[src/rtl/cart_rom_reader.sv]
// DMG cartridge ROM read sequencer: one-cycle strobe in, timed SETUP/ACCESS/HOLD bus cycle out.
// Optional CART_PHI_EN adds a free-running 1 MHz cart_phi divider output.
module cart_rom_reader #(
  parameter int SETUP_CYC  = 1,
  parameter int ACCESS_CYC = 3,
  parameter int HOLD_CYC   = 1
) (
  input  logic        clk_8m,
  input  logic        rst,
  input  logic [15:0] rom_addr,
  input  logic        rom_rd,
  output logic [7:0]  rom_data,
  output logic        rom_bsy,
  output logic [15:0] cart_a,
  input  logic [7:0]  cart_d,
  output logic        cart_rd_n,
  output logic        cart_wr_n,
  output logic        cart_cs_n
`ifdef CART_PHI_EN
  ,
  output logic        cart_phi
`endif
);

  localparam int MAX_SA = (SETUP_CYC > ACCESS_CYC) ? SETUP_CYC : ACCESS_CYC;
  localparam int MAXC   = (MAX_SA > HOLD_CYC) ? MAX_SA : HOLD_CYC;
  localparam int CW     = (MAXC > 1) ? $clog2(MAXC) : 1;

  localparam logic [CW-1:0] SETUP_LD  = CW'(SETUP_CYC - 1);
  localparam logic [CW-1:0] ACCESS_LD = CW'(ACCESS_CYC - 1);
  localparam logic [CW-1:0] HOLD_LD   = CW'(HOLD_CYC - 1);

  typedef enum logic [1:0] {IDLE, SETUP, ACCESS, HOLD} state_t;

  state_t        state;
  logic [CW-1:0] cnt;

  // Combinational so the requester sees busy in its own strobe cycle.
  assign rom_bsy   = (rom_rd && state == IDLE) || state != IDLE;
  assign cart_wr_n = 1'b1;

  always_ff @(posedge clk_8m) begin
    if (rst) begin
      state     <= IDLE;
      cnt       <= '0;
      rom_data  <= 8'h00;
      cart_a    <= 16'h0000;
      cart_rd_n <= 1'b1;
      cart_cs_n <= 1'b1;
    end else begin
      case (state)
        IDLE: begin
          if (rom_rd) begin
            cart_a    <= rom_addr;
            cart_cs_n <= !(rom_addr >= 16'hA000);
            cnt       <= SETUP_LD;
            state     <= SETUP;
          end
        end
        SETUP: begin
          if (cnt == '0) begin
            cnt       <= ACCESS_LD;
            cart_rd_n <= 1'b0;
            state     <= ACCESS;
          end else begin
            cnt <= cnt - 1'b1;
          end
        end
        ACCESS: begin
          if (cnt == '0) begin
            rom_data  <= cart_d;
            cart_rd_n <= 1'b1;
            cnt       <= HOLD_LD;
            state     <= HOLD;
          end else begin
            cnt <= cnt - 1'b1;
          end
        end
        HOLD: begin
          if (cnt == '0) begin
            cart_cs_n <= 1'b1;
            state     <= IDLE;
          end else begin
            cnt <= cnt - 1'b1;
          end
        end
        default: state <= IDLE;
      endcase
    end
  end

`ifdef CART_PHI_EN
  logic [2:0] phi_cnt;

  always_ff @(posedge clk_8m) begin
    if (rst) phi_cnt <= 3'd0;
    else     phi_cnt <= phi_cnt + 3'd1;
  end

  assign cart_phi = phi_cnt[2];
`endif

endmodule

[config.mk]
export PLATFORM = sky130hd
export DESIGN_NAME = cart_rom_reader
export DESIGN_NICKNAME = d
export VERILOG_FILES = /design/src/rtl/cart_rom_reader.sv
export SDC_FILE = /design/constraint.sdc
export NUM_CORES = 1
export LEC_CHECK = 0
export CAP_MARGIN = 20
export CELL_PAD_IN_SITES_DETAIL_PLACEMENT = 1
export CELL_PAD_IN_SITES_GLOBAL_PLACEMENT = 1
export CORE_MARGIN = 3
export CORE_UTILIZATION = 30
export DETAILED_ROUTE_END_ITERATION = 12
export GPL_TIMING_DRIVEN = 0
export PLACE_DENSITY = 0.79
export SYNTH_ARGS = -nofsm -noshare
export SYNTH_HDL_FRONTEND = slang
export SYNTH_SLANG_ARGS = --single-unit
[constraint.sdc]
create_clock -name clk_8m -period 1.65 [get_ports clk_8m]
set_clock_uncertainty 0.05 [all_clocks]
set_input_delay 0.495 -clock clk_8m [delete_from_list [all_inputs] [get_ports clk_8m]]
set_output_delay 0.495 -clock clk_8m [all_outputs]
set_load 0.03 [all_outputs]
# --- Word-level counts from Yosys, hierarchy flattened ---
# Cells that the tools add are included.
classes:
  reduce_logical: 14
  n_mux: 15
  magnitude_cmp: 1
  eq_ne: 8
  n_addsub: 1
op_table:
  columns: ["cell", "n"]
  rows:
  - ["16-bit greater-or-equal comparator (second input constant)", 1]
  - ["2-bit 2-to-1 mux", 8]
  - ["2-bit one-hot mux with 4 select lines", 2]
  - ["2-bit inequality test (second input constant)", 5]
  - ["2-bit AND reduction", 3]
  - ["3-bit AND reduction", 2]
  - ["2-bit nonzero test", 3]
  - ["2-bit == test (second input constant)", 2]
  - ["2-bit logical NOT", 2]
  - ["1-bit one-hot mux with 2 select lines", 2]
  - ["4-bit AND reduction", 1]
  - ["1-bit 2-to-1 mux", 3]
  - ["2-bit by 1-bit == test with 1-bit output (second input constant)", 1]
  - ["2-bit by 1-bit subtractor with 2-bit output (second input constant)", 1]
  - ["1-bit logical AND", 1]
  - ["1-bit logical NOT", 1]
  - ["1-bit logical OR", 1]
word_totals:
  output_inout_bits: 28
  in_bits: 27
  register_bits: 30
  wordCells: 45

# --- Logic depth before layout (Yosys ltp) ---
logic_depth:
  ltp_word: 4
  depth_mapped: 7

# --- Worst setup path before layout ---
# Ideal clock, no wire load.
synth_path:
  kind: "reg2out"
  startpoint: "reg state[0]"
  endpoint: "out rom_bsy"
  required_time_ns: 1.105
  t_arrival_ns: 1.052
  stages_incl_launch_ff: 5
  n_path_buf: 0
  setup_slack_ns: 0.053
  path_cell_list: "dfxtp_1 -> inv_1 -> ha_1 -> and2b_1 -> inv_2"
synth_via:
  elab_chain_cells: 3
synth_lines:
  columns: ["element", "line", "text"]
  rows:
  - ["from (decl)", "35", "state_t state;"]
  - ["from (signal assigned)", "44", "state <= IDLE;"]
  - ["from (signal assigned)", "57", "state <= SETUP;"]
  - ["from (signal assigned)", "64", "state <= ACCESS;"]
  - ["2-bit logical NOT", "39", "assign rom_bsy = (rom_rd && state == IDLE) || state != IDLE;"]
  - ["1-bit logical AND", "39", null]
  - ["1-bit logical OR (*)", "39", null]
  - ["to (decl)", "13", "output logic rom_bsy,"]
# Every way passes the cells marked *; elsewhere a longest branch is shown, timed or not.

# --- Worst setup path after layout ---
# Same ends and word-level chain as after synthesis.

==> results.yml <==
outcome:
  outcome: "finished, violations left"
  violations: "negative setup slack"
grt:
  grt_max_degree: 11
  met3_usage_pct: 3.19
  grt_pass1_wl_um: 6400
  antenna_found_initial: 0
  grt-ovfl-total: 0
  met1_usage_pct: 19.4
  grt_pass1_vias: 1343
  top_usage_layer: "met2"
  grtUsageTotal_pct: 15.7
  grt_use_met2_pct: 26.7
finish:
  drive_gt1_share_pct: 13.6
  nets: 257
  fin_area_um2: 2020
  syn2layout_area_growth_pct: 53.1
  fillers: 512
  final_cell_mix: "43 x nand2_1, 28 x dfxtp_1, 27 x dlygate4sd2_1"
  antenna_cells: 0
  final_common_cell: "nand2_1"
route:
  drtPass1Iterations: 4
  vias: 1299
  drt-vias-per-instance: 4.81
  wirelength_um: 3850
  ant_nets: 0
  dr.first_iter.drc_count: 64
  routedWlPerCell_um: 14.2
  drc: 0
place:
  place_area_um2: 1910
  portBuffers: 53
  place.gp.congestion: 0.797
  pre_cts_ws_ps: -862
  place_hpwl_um: 2730
power:
  p_leak_nw: 0.874
  powerDensity_nw_per_um2: 1550
  finalPower_mw: 3.12
  ir_worst_vdd_mv: 0.567
floorplan:
  dieArea_um2: 5220
  initial_core_util_pct: 32.0
  fp-row-count: 23
  io_pins: 55
  die_w_um: 72.2
  core_area_um2: 4120
  die_y_um: 72.2
cts:
  cts_buffer_depth: 2
  clk_pin_slew_ps: 60
  cts-root-buf: "clkbuf_8"
  hold_buffers: 0
  cts_sinks: 30
  cts_tree: "built"
  clk_latency_ps: 280
  cts_max_level: 2
  cts_buffers: 5
synth:
  ys_ff_latch: 30
  synthArstFlopShare_pct: 0
  postSynthCellCount: 157
  syn_nets: 193
  synth_cell_type_count: 31
  synth_enable_flop_cells: 0
  synthFlopType: "dfxtp_1"
  netlist_area_um2: 1320
  postSynthAreaPerCell_um2: 8.38
  yosysWarnings: 0
  yosysSeqAreaShare_pct: 45.6
run:
  maxCapViolations: 0
worst_setup_path:
  cp-start-kind: "register"
  cp-endpoint: "rom_bsy"
  cp-startpoint: "state[0]$_SDFFE_PP0P_"
  end_kind: "output pin"
  arrival_ps: 1280
  worstPathRequired_ps: 1100
  reg2reg_depth: 5
  path_class: "register to output pin"
  r2r-start: "cnt[0]$_SDFFE_PP0P_"
  r2r_slack_ps: 120
  cp_max_fo: 7
  worstReg2RegEnd: "cart_cs_n$_SDFFE_PP1P_"
timing:
  layout_setup_ws_ps: -172
  worstMarginPinSlew_ps: 513
  hold_viol: 0
  relSlewSlack_pct: 65.8
  timing.final.crit_share_pct: 110
  setup_viol: 1
  fin_tns_setup_ps: -172
  fmax_mhz: 549
  min_period_ps: 1820
  slew_viol_final: 0
  rsz0062_at_grt: "yes"
min_path:
  hold_class: "register to register"
-- final cells by class --
type                    count  area [um2]  share of cell area [%]
inverters                   6        25.0                    1.24
clock buffers               6        82.6                    4.10
plain buffers               9        63.8                    3.17
well taps                  50        62.6                    3.10
flip-flops and latches     30         608                    30.2
multi-input cells         112         646                    32.0
repair buffers             57         528                    26.2
-- worst max-delay path, stage by stage, from the launching register on --
cell	delay, ps
dfxtp_4	380
inv_4	40
ha_4	170
and2b_2	210
inv_2	70
buf_6	120
-- per-stage QoR --
stage | hold slack, ps | util, % | instances
6_report | 404 | 49.0 | 270
5_1_grt | 422 | 49.0 | 270
4_1_cts | 406 | 48.3 | 267
3_5_place_dp | 400 | 46.4 | 260
3_3_place_gp | 392 | 46.4 | 260
2_1_floorplan | 429 | - | 157
-- worst min-delay path by stage --
stage	to	cells after the start	from	slack, ps
4_1_cts	cart_a[4]$_SDFFE_PP0P_	2	cart_a[4]$_SDFFE_PP0P_	410
3_3_place_gp	cart_a[6]$_SDFFE_PP0P_	2	cart_a[6]$_SDFFE_PP0P_	390
6_report	rom_data[6]$_SDFFE_PP0P_	2	rom_data[6]$_SDFFE_PP0P_	400
5_1_grt	rom_data[0]$_SDFFE_PP0P_	2	rom_data[0]$_SDFFE_PP0P_	420
3_5_place_dp	cart_a[4]$_SDFFE_PP0P_	2	cart_a[4]$_SDFFE_PP0P_	400
2_1_floorplan	cnt[0]$_SDFFE_PP0P_	2	cnt[0]$_SDFFE_PP0P_	430
-- sequential cells by signal, summed over array words and instances (netlist names) --
| signal | cells |
|---|---|
| rom_data | 8 |
| state | 2 |
| cart_a | 16 |
| cart_rd_n | 1 |
| cnt | 2 |
| cart_cs_n | 1 |
-- kinds of logic after synthesis --
kind of cell / synth area share (%)
simple gates: 19.5
fa+ha+maj: 8.56
flops: 45.6
compound gates: 18.6
buf+inv: 6.56
mux: 0.855
other cells: 0.285
-- synth_stat cells (2+ instances only) --
cell type  count  area share, %
dfxtp_1       30             46
a21oi_2        2            1.3
buf_2          3            1.1
a211o_1        2            1.3
inv_1          5            1.4
nor2_1         3           0.86
ha_1           9            8.6
o21ai_0        4            1.5
nand2_1       44             13
and2_1         2           0.95
a21oi_1       24            9.1
buf_4          2            1.1
nand3_1        8            3.0
clkbuf_1       2           0.57
-- per-layer routing --
metal | share of wire [%] | up-vias
met5 | 0 | -
met4 | 1.5 | 0
met3 | 5.0 | 5
met2 | 49 | 35
met1 | 44 | 612
li1 | - | 647
-- report_power, final --
part           internal (mW)  leakage (nW)  total [mW]  switching, mW
combinational          0.626         0.584        1.53          0.901
sequential             0.900         0.247        1.00          0.101
clock                  0.321        0.0431       0.594          0.273
-- timing repair --
item | in CTS | in global routing
cloned | 0 | 0
setup endpoints to repair | 37 | 1
endpoints found under the hold margin | 0 | 0
pin swaps | 0 | 1
gates resized for setup | 42 | 3
buffers inserted | 1 | 3
No activity file was read; power rests on OpenSTA's default activity.
